## config.mk

```make
export PLATFORM = sky130hd
export DESIGN_NAME = exu
export DESIGN_NICKNAME = d
export VERILOG_FILES = /design/src/rtl/exu.sv
export SDC_FILE = /design/constraint.sdc
export NUM_CORES = 1
export LEC_CHECK = 0
export ABC_CLOCK_PERIOD_IN_PS = 10700
export BUFFER_PORTS_ARGS = -buffer_cell sky130_fd_sc_hd__clkbuf_2
export CORE_MARGIN = 2
export CORE_UTILIZATION = 27
export CTS_CLUSTER_DIAMETER = 80
export DETAILED_ROUTE_END_ITERATION = 8
export MAX_ROUTING_LAYER = met4
export PLACE_DENSITY = 0.42
export SYNTH_ARGS = -nofsm -noshare
export SYNTH_HDL_FRONTEND = slang
export SYNTH_SLANG_ARGS = --single-unit
```

## constraint.sdc

```tcl
create_clock -name clk -period 10.7 [get_ports clk]
set_input_delay 1.07 -clock clk [delete_from_list [all_inputs] [get_ports clk]]
set_output_delay 1.07 -clock clk [all_outputs]
set_load 0.005 [all_outputs]
```

## src/rtl/exu.sv

```systemverilog
// Execution unit: single-cycle ALU ops plus an iterative 16x16 shift-add multiplier.
// Results, write-enable pulse and flags are registered; busy_out covers the multiply.
//
// state  | meaning
// -------+------------------------------------------------------------
// S_IDLE | accepts start_in; single-cycle ops complete on the start edge
// S_MUL  | one shift-add step per edge; result written on the 16th edge
module exu #(
    parameter bit MUL_EN = 1'b1
) (
    input  logic        clk,
    input  logic        rst_n,
    input  logic        start_in,
    input  logic [3:0]  op_in,
    input  logic [15:0] a_in,
    input  logic [15:0] b_in,
    output logic [15:0] d_out,
    output logic        rw_out,
    output logic        busy_out,
    output logic        z_out,
    output logic        n_out,
    output logic        c_out
);

    typedef enum logic [0:0] {
        S_IDLE = 1'b0,
        S_MUL  = 1'b1
    } state_t;

    localparam logic [3:0] OP_ADD = 4'd0;
    localparam logic [3:0] OP_SUB = 4'd1;
    localparam logic [3:0] OP_AND = 4'd2;
    localparam logic [3:0] OP_OR  = 4'd3;
    localparam logic [3:0] OP_XOR = 4'd4;
    localparam logic [3:0] OP_NOT = 4'd5;
    localparam logic [3:0] OP_SHL = 4'd6;
    localparam logic [3:0] OP_SHR = 4'd7;
    localparam logic [3:0] OP_MOV = 4'd8;
    localparam logic [3:0] OP_MUL = 4'd9;
    localparam logic [3:0] OP_CMP = 4'd10;

    state_t      state_q;
    state_t      state_d;

    logic [4:0]  cnt_q;
    logic [31:0] acc_q;
    logic [15:0] mcand_q;
    logic [15:0] mplier_q;

    logic [15:0] d_q;
    logic        rw_q;
    logic        z_q;
    logic        n_q;
    logic        c_q;

    logic [16:0] sum_w;
    logic [16:0] diff_w;
    logic [16:0] shl_w;
    logic [16:0] shr_w;
    logic [15:0] alu_res;
    logic        alu_c;

    logic [31:0] partial_w;
    logic [31:0] acc_next_w;
    logic        mul_last_w;

    logic [15:0] res_d;
    logic        c_d;
    logic        wr_en;
    logic        flag_en;
    logic        mul_load;
    logic        mul_step;

    // Widened shifts make the carry fall out as the extra bit; a zero shift yields carry 0.
    always_comb begin
        sum_w  = {1'b0, a_in} + {1'b0, b_in};
        diff_w = {1'b0, a_in} - {1'b0, b_in};
        shl_w  = {1'b0, a_in} << b_in[3:0];
        shr_w  = {a_in, 1'b0} >> b_in[3:0];
    end

    always_comb begin
        alu_res = 16'h0000;
        alu_c   = 1'b0;
        case (op_in)
            OP_ADD: begin
                alu_res = sum_w[15:0];
                alu_c   = sum_w[16];
            end
            OP_SUB, OP_CMP: begin
                alu_res = diff_w[15:0];
                alu_c   = diff_w[16];
            end
            OP_AND: alu_res = a_in & b_in;
            OP_OR:  alu_res = a_in | b_in;
            OP_XOR: alu_res = a_in ^ b_in;
            OP_NOT: alu_res = ~a_in;
            OP_SHL: begin
                alu_res = shl_w[15:0];
                alu_c   = shl_w[16];
            end
            OP_SHR: begin
                alu_res = shr_w[16:1];
                alu_c   = shr_w[0];
            end
            OP_MOV: alu_res = b_in;
            default: begin
                alu_res = 16'h0000;
                alu_c   = 1'b0;
            end
        endcase
    end

    always_comb begin
        partial_w  = mplier_q[cnt_q[3:0]] ? ({16'h0000, mcand_q} << cnt_q[3:0]) : 32'h0000_0000;
        acc_next_w = acc_q + partial_w;
        mul_last_w = (cnt_q == 5'd15);
    end

    always_ff @(posedge clk or negedge rst_n) begin
        if (!rst_n) begin
            state_q <= S_IDLE;
        end else begin
            state_q <= state_d;
        end
    end

    always_comb begin
        state_d  = state_q;
        res_d    = alu_res;
        c_d      = alu_c;
        wr_en    = 1'b0;
        flag_en  = 1'b0;
        mul_load = 1'b0;
        mul_step = 1'b0;
        case (state_q)
            S_IDLE: begin
                if (start_in) begin
                    if (op_in <= OP_MOV) begin
                        wr_en   = 1'b1;
                        flag_en = 1'b1;
                    end else if (op_in == OP_CMP) begin
                        flag_en = 1'b1;
                    end else if ((op_in == OP_MUL) && MUL_EN) begin
                        mul_load = 1'b1;
                        state_d  = S_MUL;
                    end
                end
            end
            S_MUL: begin
                mul_step = 1'b1;
                res_d    = acc_next_w[15:0];
                c_d      = |acc_next_w[31:16];
                if (mul_last_w) begin
                    wr_en   = 1'b1;
                    flag_en = 1'b1;
                    state_d = S_IDLE;
                end
            end
            default: state_d = S_IDLE;
        endcase
    end

    always_ff @(posedge clk or negedge rst_n) begin
        if (!rst_n) begin
            d_q      <= 16'h0000;
            rw_q     <= 1'b0;
            z_q      <= 1'b0;
            n_q      <= 1'b0;
            c_q      <= 1'b0;
            cnt_q    <= 5'd0;
            acc_q    <= 32'h0000_0000;
            mcand_q  <= 16'h0000;
            mplier_q <= 16'h0000;
        end else begin
            rw_q <= wr_en;
            if (wr_en) begin
                d_q <= res_d;
            end
            if (flag_en) begin
                z_q <= (res_d == 16'h0000);
                n_q <= res_d[15];
                c_q <= c_d;
            end
            if (mul_load) begin
                mcand_q  <= a_in;
                mplier_q <= b_in;
                cnt_q    <= 5'd0;
                acc_q    <= 32'h0000_0000;
            end else if (mul_step) begin
                acc_q <= acc_next_w;
                cnt_q <= cnt_q + 5'd1;
            end
        end
    end

    assign d_out    = d_q;
    assign rw_out   = rw_q;
    assign busy_out = (state_q == S_MUL);
    assign z_out    = z_q;
    assign n_out    = n_q;
    assign c_out    = c_q;

endmodule

```

* Word level (Yosys, flattened, before mapping)
Cells that the tools add are included. Widths: inputs -> output; s select.
Storage, ports and cells: register bits 90, output and inout port bits 21, bits of input ports 39, logic and storage cells 67
Cells by class: shift operators 3, bitwise logic cells 5, magnitude comparators 2, equal/unequal tests 11, reduce and logical (&&, ||, !) cells 5, $add $sub $neg 4, multiplexer cells 27
Operators with widths (count):
- $pmux 16 s9 | 1
- $mux 32 | 3
- $add 32x32->32 | 1
- $shl 16x4->32 | 1
- $add 16x16->17 | 1
- $shl 16x4->17 | 1
- $shr 17x4->17 | 1
- $sub 16x16->17 | 1
- $and 16x16->16 | 1
- $eq 4x3->1 const B | 4
- $logic_not 16->1 | 1
- $mux 16 | 1
- $not 16->16 | 1
- $or 16x16->16 | 1
- $reduce_or 16->1 | 1
- $xor 16x16->16 | 1
- $mux 1 | 15
- $eq 4x4->1 const B | 3
- $mux 5 | 2
- $eq 4x2->1 const B | 2
- $pmux 1 s2 | 3
- $add 5x1->5 const B | 1
- $eq 5x4->1 const B | 1
- $lt 4x5->1 const B | 1
- 8 further kinds | 8

* Logic depth before layout (Yosys ltp)
Gate-level depths: netlist (run 1).
word-level depth 7, depth in mapped cells 21

* Worst setup path before layout (run 1)
OpenSTA, ideal clock, no wires.
path kind reg2reg, from reg cnt_q[0], to reg c_q (netlist: c_out), cell stages (with the launch flop) 20, setup slack 5.375 ns, clock period less this slack 5.325 ns, arrival 5.202 ns, library setup time 0.123 ns, cell sequence dfrtp_1 > buf_1 > mux4_2 > nand2_1 > nand2_1 > nand2_1 > and2_0 > clkbuf_1 > clkbuf_1 > a211oi_1 > ha_1 > buf_2 > nand2_1 > or3_1 > o31a_4 > xnor2_1 > or4_1 > or4_1 > or4b_1 > o221a_1
Between the ends: word-level cells in the longest chain between the ends 6, elaborated cells between the ends (all ways) 10
RTL lines:
- start, declared | RTL line 45 | logic [4:0] cnt_q;
- start signal, assigned | RTL line 192 | cnt_q <= cnt_q + 5'd1;
- $bmux 1 s4 | RTL line 115 | partial_w = mplier_q[cnt_q[3:0]] ? ({16'h0000, mcand_q} << cnt_q[3:0]) : 32'h0000_0000;
- $mux 1 (not written as such) | RTL line 115
- $mux 32 | RTL line 115
- $add 32x32->32 | RTL line 116 | acc_next_w = acc_q + partial_w;
- $reduce_or 16->1 | RTL line 153 | c_d = |acc_next_w[31:16];
- $mux 1 | RTL line 136 | case (state_q)
- end signal, assigned | RTL line 170 | c_q <= 1'b0;
- end signal, assigned | RTL line 183 | c_q <= c_d;
- end, declared | RTL line 54 | logic c_q;
Parallel ways exist; a longest one is shown, timed or not. The select of a mux whose other input is x is not followed. A chain may end at the register's enable or synchronous reset.

* Worst setup path in the final report (run 1)
from reg cnt_q[2], to reg c_q (netlist: c_out)
The elaborated chain is that of the path after synthesis.

==> results of run 1 <==
## per-stage QoR
stage          power (mW)  hold slack (ns)  cells  util [%]  setup WS, ns
4_1_cts              2.38            0.481   1889      29.9          4.50
2_1_floorplan        1.52            0.445   1376         -          5.38
3_5_place_dp         1.99            0.468   1873      29.1          4.51
5_1_grt              2.55            0.510   1889      29.9          4.00
6_report             2.36            0.472   1890      29.9          4.51
3_3_place_gp         2.00            0.464   1873      29.1          4.71
## cell type report
| cell class | count | area, um2 |
|---|---|---|
| clock buffers | 10 | 239 |
| flip-flops and latches | 90 | 2250 |
| clock inverters | 6 | 95.1 |
| diodes | 1 | 2.50 |
| inverters | 60 | 225 |
| well taps | 525 | 657 |
| multi-input cells | 1122 | 7990 |
| fillers | 4316 | 27800 |
| repair buffers | 76 | 425 |
## power breakdown
part	internal [mW]	total, mW	switching (mW)
clock	0.214	0.374	0.160
sequential	0.451	0.553	0.102
combinational	0.517	1.44	0.921
## kinds of logic (layout without fill, tap and decap cells)
kind of cell               after synthesis  in the layout  share of synthesized area, %
DFF                                     90             90                          20.8
other                                    0              1                             0
AOI/OAI and AO/OA                      438            438                          28.3
adders and majority gates               85             85                          10.0
buffers and inverters                  164            152                          5.88
muxes                                   92             92                          11.4
and+or+nand+nor                        478            478                          21.4
xor gates and xnor gates                29             29                          2.34
## cell usage in the layout (no fill, tap or decap), drive strengths merged, types with 24 or more instances in the layout
cell type and instances:
a211oi 29, a21o 24, a21oi 82, clkbuf 68, dfrtp 90, ha 82, inv 59, mux2 29
mux2i 41, nand2 171, nor2 119, nor3 27, o21ai 93
## cell usage after synthesis, types with 13 or more instances
| cell | number |
|---|---|
| nor3_1 | 27 |
| o21ai_0 | 91 |
| a21o_1 | 23 |
| a21oi_1 | 81 |
| mux2_2 | 29 |
| nor2_1 | 119 |
| xor2_1 | 15 |
| xnor2_1 | 14 |
| and2_1 | 15 |
| o211ai_1 | 15 |
| mux4_2 | 22 |
| ha_1 | 82 |
| clkbuf_1 | 80 |
| a22o_1 | 21 |
| nand3_1 | 22 |
| o221ai_1 | 13 |
| nor2b_1 | 18 |
| nand2_1 | 171 |
| a31oi_1 | 16 |
| a211oi_1 | 29 |
| inv_1 | 56 |
| mux2i_1 | 41 |
| dfrtp_1 | 90 |
## final timing paths
| kind | to | slack [ns] | cells past startpoint |
|---|---|---|---|
| max | c_out | 4.51 | 14 |
| min | mplier_q[12] | 0.47 | 2 |
| max reg2reg | c_out | 4.51 | 14 |
| min reg2reg | mplier_q[12] | 0.47 | 2 |
| max in group asynchronous | busy_out | 8.79 | 2 |
| min in group asynchronous | mcand_q[6] | 0.64 | 1 |
## flip-flops by register name (all words and copies together), names as in the netlist
name      flops
acc_q        32
d_out        16
mcand_q      16
mplier_q     16
cnt_q         5
busy_out      1
c_out         1
n_out         1
rw_out        1
z_out         1
## per-layer routing
metal | up-vias | share of wire (%)
met5 | - | 0
met4 | 0 | 6.0
met3 | 108 | 6.3
met2 | 428 | 45
met1 | 5330 | 43
li1 | 5100 | -
## tightest hold or removal path: cells and delay by family (launching register included)
| family | cells | cell delay, ns |
|---|---|---|
| flip-flops | 1 | 0.34 |
| AND/OR/NAND/NOR | 1 | 0.04 |
| AO/OA/AOI/OAI | 1 | 0.05 |
==> reports/metrics.cfg, run 1 <==
[run_status]
status = completed

[sta]
finalCritPeriodShare_pct = 57.8
relSlewSlack_pct = 18.9
skew_ns = 0.00981
tightest_slew_ns = 1.19
rsz0062_at_grt = false
post-route-min-period_ns = 6.19
clock.fmax_ghz = 0.162
hold_violations = 0
fin_setup_tns_ns = 0
final-setup-viol-count = 0
slew_violations = 0

[logic_synthesis]
synth_ff_type = dfrtp_1
ys_seq_area_share_pct = 20.8
synth-edff-count = 0
ys_warn_count = 0
netlist_instances = 1376
yosysTopAreaCellShare_pct = 20.8
yosysTopAreaCell = dfrtp_1
syn-num-nets = 1500
async_flop_share_pct = 100
synth_area_leaders = dfrtp_1 21%, ha_1 9.5%, nand2_1 5.9%
synth.avg_cell_area_um2 = 7.89
syn_area_mm2 = 0.0109
ys_ff_latch = 90
ys_types = 92

[run]
cap_viol_max_count = 0

[setup_path]
endpoint_kind = flip-flop
cp_cell_sequence = clkinv_1 -> o21bai_1 -> and2_0 -> a211oi_1 -> ha_1 -> nand4_1 -> o221ai_1 -> a21oi_4 -> o31a_4 -> xnor2_1 -> or4_1 -> or4_1 -> or4b_1 -> o221a_1
criticalPathCategory = reg2reg
cp_top_family = simple AND/OR/NAND/NOR gates
startpoint = cnt_q[2]
slowest_delay_ns = 0.91
crit_arrival_ns = 6.45
required_ns = 10.96
path_buf_inv = 1
slowest_stage = dfrtp_1
startpoint_type = flip-flop
r2r-start = cnt_q[2]
crit_path_max_fanout = 29
cp_common_cell = or4_1

[grt]
use_met1_pct = 28.8
antenna_found_initial = 0
grt_max_degree = 66
grt_use_met3_pct = 3.79
grtUsageTotal_pct = 23.0
grt_pass1_vias = 10800
grt_pass1_wl_mm = 69.7
grt_overflow = 0
met2_usage_pct = 35.3
grt.busiest_layer = met2

[clocking]
clkSlewWorstSetupHoldPaths_ns = 0.07
cts_made_buffers = 9
cts_resized = 0
clkSinkCount = 90
cts_buffer_depth = 2
cts_root_buf = clkbuf_16
worst_skew_pair.late_latency_ns = 0.37
ctsHoldBuffers = 0
cts_tree = done
htree_levels = 3
cts_setup_buffers = 0

[route]
wl_mm = 46.5
drc = 0
vias = 11000
dr.pass1.iters = 5
vias_per_cell = 5.80
drt_iter0_drc = 1081
wl_per_cell_um = 24.6
detail-route-antenna-nets = 0

[die]
die_y_um = 204
start_util_pct = 27.3
die-area_mm2 = 0.0418
rows = 73
die_x_um = 204
core_area_mm2 = 0.0397
io_pins = 60

[layout]
drive_gt1_share_pct = 12.5
area_growth_syn_to_layout_pct = 9.58
layout.nets = 1483
post-route-cell-area_mm2 = 0.0119

[worst_hold_path]
min_from = mplier_q[12]
holdCritPathClass = reg2reg

[pwr]
irDropWorstVdd_uv = 93.0
powerDensity_mw_per_mm2 = 199
p_leak_nw = 5.17

[place]
io_buffers = 59
dpl.hpwl_mm = 36.1
gp_congestion = 0.947
dpl-instance-area_mm2 = 0.0116

Note: power is estimated with default switching activity, not from simulation.
==> run 2, diff against run 1 <==
==> config.mk (replaced) <==
export PLATFORM = sky130hd
export DESIGN_NAME = exu
export DESIGN_NICKNAME = d
export VERILOG_FILES = /design/src/rtl/exu.sv
export SDC_FILE = /design/constraint.sdc
export NUM_CORES = 1
export LEC_CHECK = 0
export ABC_CLOCK_PERIOD_IN_PS = 5500
export BUFFER_PORTS_ARGS = -buffer_cell sky130_fd_sc_hd__clkbuf_2
export CORE_MARGIN = 2
export CORE_UTILIZATION = 27
export CTS_CLUSTER_DIAMETER = 80
export DETAILED_ROUTE_END_ITERATION = 8
export MAX_ROUTING_LAYER = met4
export PLACE_DENSITY = 0.43
export SYNTH_ARGS = -nofsm -noshare
export SYNTH_HDL_FRONTEND = slang
export SYNTH_SLANG_ARGS = --single-unit
==> constraint.sdc (replaced) <==
create_clock -name clk -period 5.5 [get_ports clk]
set_input_delay 0.55 -clock clk [delete_from_list [all_inputs] [get_ports clk]]
set_output_delay 0.55 -clock clk [all_outputs]
set_load 0.005 [all_outputs]
==> run 2 against run 1 <==
Combinational power up 100%. Sequential cell count unchanged. Maximum frequency up 21%. Hold slack worse by 0.29 ns. Total power up 94%. Routed wire length down 1.7%. Cell count up 0.90%. Critical path depth up 4. Critical endpoint unchanged.
==> reports/metrics.cfg, run 2 (same netlist as run 1, synthesis figures left out) <==
[run_status]
status = completed

[clocking]
cts_made_buffers = 9  ; unchanged
worst_skew_pair.late_latency_ns = 0.37  ; about the same
clkSlewWorstSetupHoldPaths_ns = 0.07  ; about the same
cts_buffer_depth = 2  ; unchanged
cts_root_buf = clkbuf_16
clkSinkCount = 90  ; unchanged
cts_setup_buffers = 0  ; unchanged
cts_tree = done
ctsHoldBuffers = 0  ; unchanged
htree_levels = 3  ; unchanged

[setup_path]
criticalPathCategory = reg2reg
endpoint_kind = flip-flop
required_ns = 5.76  ; -5.20 ns
startpoint_type = flip-flop
crit_arrival_ns = 5.39  ; -1.06 ns
r2r_cells = 18  ; +4
crit_path_max_fanout = 27  ; -6.9%

[grt]
antenna_found_initial = 1  ; +1
grtUsageTotal_pct = 22.7  ; -0.24 points
grt_max_degree = 54  ; -18%
grt_overflow = 0  ; unchanged
grt_pass1_vias = 10800  ; +0.77%
grt_pass1_wl_mm = 69.5  ; -0.21%

[place]
placed_cells = 1891  ; +0.96%
dpl.hpwl_mm = 36.1  ; about the same
gp_congestion = 0.951  ; +0.41%
io_buffers = 59  ; unchanged
dpl-instance-area_mm2 = 0.0117  ; +1.2%

[sta]
hold_violations = 0  ; unchanged
tightest_slew_ns = 1.03  ; -0.155 ns
relSlewSlack_pct = 31.1  ; +12 points
skew_ns = 0.0105  ; +0.000662 ns
finalCritPeriodShare_pct = 93.3  ; +35 points
whs_ns = 0.178  ; -0.294 ns
clock.fmax_ghz = 0.195  ; +21%
fin_setup_tns_ns = 0  ; unchanged
rsz0062_at_grt = false
slew_violations = 0  ; unchanged
final-setup-viol-count = 0  ; unchanged
post-route-min-period_ns = 5.13  ; -1.06 ns

[layout]
largest_register_ffs = 32  ; unchanged
drive_gt1_share_pct = 13.9  ; +1.4 points
antenna_cells = 0  ; -1
layout.nets = 1501  ; +1.2%
final_cell_mix = 171 x nand2_1, 119 x nor2_1, 91 x o21ai_0, 88 x dfrtp_1, 81 x a21oi_1
area_growth_syn_to_layout_pct = 10.6
layout_commonest_cell = nand2_1
largest-register = acc_q
post-route-cell-area_mm2 = 0.0120  ; +0.97%
finalNonFillerCells = 1907  ; +0.90%

[route]
drt_iter0_drc = 908  ; -16%
dr.pass1.iters = 6  ; +1
detail-route-antenna-nets = 0  ; unchanged
wl_per_cell_um = 23.9  ; -2.6%
vias = 11000  ; +0.073%
drc = 0  ; unchanged
vias_per_cell = 5.75  ; -0.82%
wl_mm = 45.7  ; -1.7%

[pwr]
powerDensity_mw_per_mm2 = 382  ; +92%
irDropWorstVdd_uv = 139  ; +50%
power_mw = 4.59  ; +94%
p_leak_nw = 5.23  ; +1.0%

[die]
die-area_mm2 = 0.0418  ; unchanged
die_y_um = 204  ; unchanged
io_pins = 60  ; unchanged
rows = 73  ; unchanged
core_area_mm2 = 0.0397  ; unchanged
die_x_um = 204  ; unchanged
start_util_pct = 27.3  ; unchanged

[run]
cap_viol_max_count = 0  ; unchanged

[worst_hold_path]
holdCritPathClass = in2async

## run 2: cell count changes in the layout (fill, tap and decap cells not counted), moves of 2 or more
cell,previous run,this run
clkinv_4,2,0
clkinvlp_4,0,2
ha_2,0,3
ha_1,82,79
buf_4,18,35
## run 2: cell type report
cell class | instances | area, um2
sequential | 90 | 2250
inverter | 60 | 225
tap | 525 | 657
multi-input combinational | 1122 | 8010
clock inverter | 6 | 71.3
timing repair buffer | 94 | 564
clock buffer | 10 | 229
fill | 4312 | 27700
## run 2: critical path: stages (launching register included)
cell and delay (ns):
dfrtp_2 0.44, buf_6 0.27, mux4_2 0.53, nand2_1 0.09, nand2_1 0.05, nand2_1 0.07, and2_0 0.12, buf_4 0.19
a211oi_1 0.10, ha_2 0.43, nand4_1 0.15, o221ai_1 0.33, a21oi_4 0.11, o31a_4 0.38, xnor2_1 0.15, or4_1 0.52
or4_1 0.40, or4b_1 0.47, o221a_1 0.21
## run 2: routing by layer
layer	track usage (%)	share of wire (%)	routed length (um)	vias to the layer above
li1	-	-	-	5148
met1	29.1	45	20400	5363
met2	36.1	46	21000	377
met3	2.57	4.5	2040	86
met4	10.2	5.0	2270	0
met5	-	0	0	-
## run 2: report_power, final
part,leakage [nW],switching [mW],internal [mW]
Clock,0.140,0.299,0.358
Combinational,3.93,1.82,1.06
Sequential,1.16,0.172,0.879
## run 2: path summary, 6_finish.rpt
check                      startpoint          to  slack, ns
setup / recovery             cnt_q[0]       c_out       0.37
hold / removal                  rst_n  mcand_q[0]       0.18
setup reg to reg             cnt_q[0]       c_out       0.37
hold reg to reg              cnt_q[4]    cnt_q[4]       0.48
max in group asynchronous       rst_n    busy_out       4.22
min in group clk             cnt_q[4]    cnt_q[4]       0.48
## run 2: stage by stage
stage	utilization, %	worst slack [ns]
2_1_floorplan	-	0.175
3_5_place_dp	29.4	0.209
5_1_grt	30.2	0.0764
3_3_place_gp	29.4	0.348
6_report	30.2	0.370
4_1_cts	30.2	0.209
## run 2: timing repair
item | 4_1_cts | 5_1_grt
endpoints found under the setup margin | 0 | 1
endpoints found under the hold margin | 0 | 0
gates resized for setup | 0 | 6
==> run 3, diff against run 2 <==
--- a/config.mk
+++ b/config.mk
@@ -5,6 +5,7 @@
 export SDC_FILE = /design/constraint.sdc
 export NUM_CORES = 1
 export LEC_CHECK = 0
+export ABC_AREA = 1
 export ABC_CLOCK_PERIOD_IN_PS = 5500
 export BUFFER_PORTS_ARGS = -buffer_cell sky130_fd_sc_hd__clkbuf_2
 export CORE_MARGIN = 2
==> run 3 against run 2 <==
Final area increased by 2.5%. Clock power increased by 8.4%. Sequential power increased by 11%. Sequential cell count unchanged.
==> reports/metrics.cfg, run 3 <==
[die]
die-area_mm2 = 0.0432  ; +3.4%
start_util_pct = 27.4  ; +0.13 points
die_y_um = 208  ; +1.7%
io_pins = 60  ; unchanged
die_x_um = 208  ; +1.7%
core_area_mm2 = 0.0409  ; +3.0%
rows = 74  ; +1.4%

[layout]
layout_commonest_cell = nand2_1
final_util_pct = 30.1  ; -0.13 points
final_cell_mix = 741 x nand2_1, 235 x inv_1, 234 x nand3_1, 201 x nor2_1, 129 x o21ai_0
largest-register = acc_q
drive_gt1_share_pct = 5.28  ; -8.6 points
largest_register_ffs = 32  ; unchanged
layout.nets = 2146  ; +43%
area_growth_syn_to_layout_pct = 9.61

[logic_synthesis]
netlist_instances = 2012  ; +46%
synth_ff_type = dfrtp_1
yosysMostFrequentCell = nand2_1
ys_ff_latch = 90  ; unchanged
netlist_top_cells_count = 741 x nand2_1, 235 x inv_1, 235 x nand3_1, 203 x nor2_1, 129 x o21ai_0
synth-edff-count = 0  ; unchanged
yosysTopAreaCell = nand2_1
async_flop_share_pct = 100  ; unchanged
ys_seq_area_share_pct = 20.1  ; -0.70 points
syn-num-nets = 2136  ; +42%
syn_area_mm2 = 0.0112  ; +3.5%
ys_types = 39  ; -58%
synth.avg_cell_area_um2 = 5.58  ; -29%
ys_warn_count = 0  ; unchanged
yosysTopAreaCellShare_pct = 24.8  ; +4.0 points
synth_area_leaders = nand2_1 25%, dfrtp_1 20%, nand3_1 10%

[clocking]
clkSlewWorstSetupHoldPaths_ns = 0.08  ; about the same
htree_levels = 3  ; unchanged
cts_made_buffers = 9  ; unchanged
cts_tree = done
cts_root_buf = clkbuf_16
clkSinkCount = 90  ; unchanged
cts_buffer_depth = 2  ; unchanged
worst_skew_pair.late_latency_ns = 0.38  ; about the same
cts_setup_buffers = 0  ; unchanged

[grt]
grt_max_degree = 65  ; +20%
grt_pass1_vias = 12300  ; +14%
grt_pass1_wl_mm = 74.9  ; +7.7%
grtUsageTotal_pct = 23.2  ; +0.48 points
grt_overflow = 0  ; unchanged
antenna_found_initial = 0  ; -1

[sta]
rsz0062_at_grt = false
skew_ns = 0.0169  ; +0.00644 ns
finalCritPeriodShare_pct = 90.2  ; -3.0 points
final-setup-viol-count = 0  ; unchanged
whs_ns = 0.227  ; +0.0493 ns
relSlewSlack_pct = 24.6  ; -6.5 points
hold_violations = 0  ; unchanged
post-route-min-period_ns = 4.96  ; -0.167 ns
slew_violations = 0  ; unchanged
tightest_slew_ns = 1.13  ; +0.0954 ns
fin_setup_tns_ns = 0  ; unchanged
clock.fmax_ghz = 0.202  ; +3.4%

[place]
dpl.hpwl_mm = 39.6  ; +9.6%
io_buffers = 59  ; unchanged
gp_congestion = 0.947  ; -0.47%

[pwr]
powerDensity_mw_per_mm2 = 397  ; +3.7%
p_leak_nw = 6.79  ; +30%
irDropWorstVdd_uv = 140  ; +0.87%
power_mw = 4.88  ; +6.3%

[route]
wl_mm = 48.9  ; +7.0%
drc = 0  ; unchanged
vias = 12900  ; +17%
drt_iter0_drc = 976  ; +7.5%
wl_per_cell_um = 19.1  ; -20%
vias_per_cell = 5.02  ; -13%
detail-route-antenna-nets = 0  ; unchanged
dr.pass1.iters = 5  ; -1

[setup_path]
startpoint_type = flip-flop
required_ns = 5.76  ; about the same
crit_arrival_ns = 5.22  ; -0.17 ns
endpoint_kind = flip-flop
criticalPathCategory = reg2reg
crit_path_max_fanout = 25  ; -7.4%

[run_status]
status = completed

[worst_hold_path]
holdCritPathClass = in2async

[run]
cap_viol_max_count = 0  ; unchanged

-- run 3: cell count changes after synthesis, sizes merged, moves of 22 or more --
cell,before,now
nand2,171,742
nand3,22,235
inv,57,242
nor2,119,208
clkbuf,81,35
o21ai,93,134
mux2i,41,3
a211oi,29,0
mux2,29,0
a21o,24,1
mux4,22,0
-- run 3: routing by layer --
metal	vias to the layer above	track usage, %	part of all wire, %
li1	6486	-	-
met4	0	7.61	3.2
met1	5962	31.7	48
met2	353	35.9	45
met3	53	2.37	4.6
met5	-	-	0
-- run 3: worst max-delay path, stage by stage (launching register included) --
cell      delay (ns)
dfrtp_1         0.71
inv_1           0.46
o21ai_0         0.18
o221ai_1        0.17
nand3_1         0.29
nand3_2         0.41
o211ai_1        0.25
inv_1           0.10
ha_1            0.37
nand2_1         0.15
nor2_1          0.38
nand3_1         0.18
nand3_1         0.23
nand2_1         0.18
nand3_1         0.11
nand2_1         0.05
nand2_1         0.09
nand3_1         0.11
nor2_1          0.14
nand3_1         0.15
nand2_1         0.10
a21oi_1         0.06
-- run 3: timing repair --
item / in CTS / in global routing
gates resized for setup: 0 / 1
hold endpoints to repair: 0 / 0
hold buffers: 0 / 0
setup endpoints to repair: 0 / 2
-- run 3: cell families (layout without fill, tap and decap cells) --
group | count (synthesis) | after routing | synth area share [%]
AO/OA/AOI/OAI | 266 | 266 | 12.9
XOR/XNOR | 4 | 4 | 0.312
adder cells (fa/ha/maj) | 85 | 85 | 9.67
buffers and inverters | 315 | 330 | 11.0
flip-flops | 90 | 90 | 20.1
multiplexers | 3 | 3 | 0.267
other | 0 | 1 | 0
AND/OR/NAND/NOR | 1249 | 1249 | 45.9
-- run 3: final timing paths --
kind	from	end	slack, ns	depth (start not counted)
setup / recovery	cnt_q[1]	c_out	0.54	21
min in group clk	acc_q[0]	acc_q[0]	0.48	2
hold / removal	rst_n	mcand_q[14]	0.23	1
setup reg to reg	cnt_q[1]	c_out	0.54	21
hold reg to reg	acc_q[0]	acc_q[0]	0.48	2
max in group asynchronous	rst_n	acc_q[0]	4.16	2
-- run 3: where the power goes --
| part | switching [mW] | internal (mW) | total (mW) | leakage (nW) |
|---|---|---|---|---|
| clock network | 0.306 | 0.406 | 0.712 | 0.160 |
| logic | 2.07 | 0.934 | 3.00 | 5.49 |
| registers | 0.233 | 0.934 | 1.17 | 1.14 |
-- run 3: per-stage QoR --
step / worst slack, ns / instances / instance area, um2
4_1_cts: 0.330 / 2559 / 12300
3_3_place_gp: 0.445 / 2543 / 12000
3_5_place_dp: 0.338 / 2543 / 12000
5_1_grt: 0.0565 / 2559 / 12300
2_1_floorplan: 2.33 / 2012 / 11200
6_report: 0.538 / 2560 / 12300
-- run 3: cell type report --
| type | instances | area, um2 |
|---|---|---|
| multi-input cells | 1607 | 7760 |
| well taps | 532 | 666 |
| flip-flops and latches | 90 | 2250 |
| clock inverters | 6 | 97.6 |
| repair buffers | 72 | 395 |
| inverters | 242 | 908 |
| clock buffers | 10 | 229 |
| diodes | 1 | 2.50 |
| fillers | 4812 | 28600 |
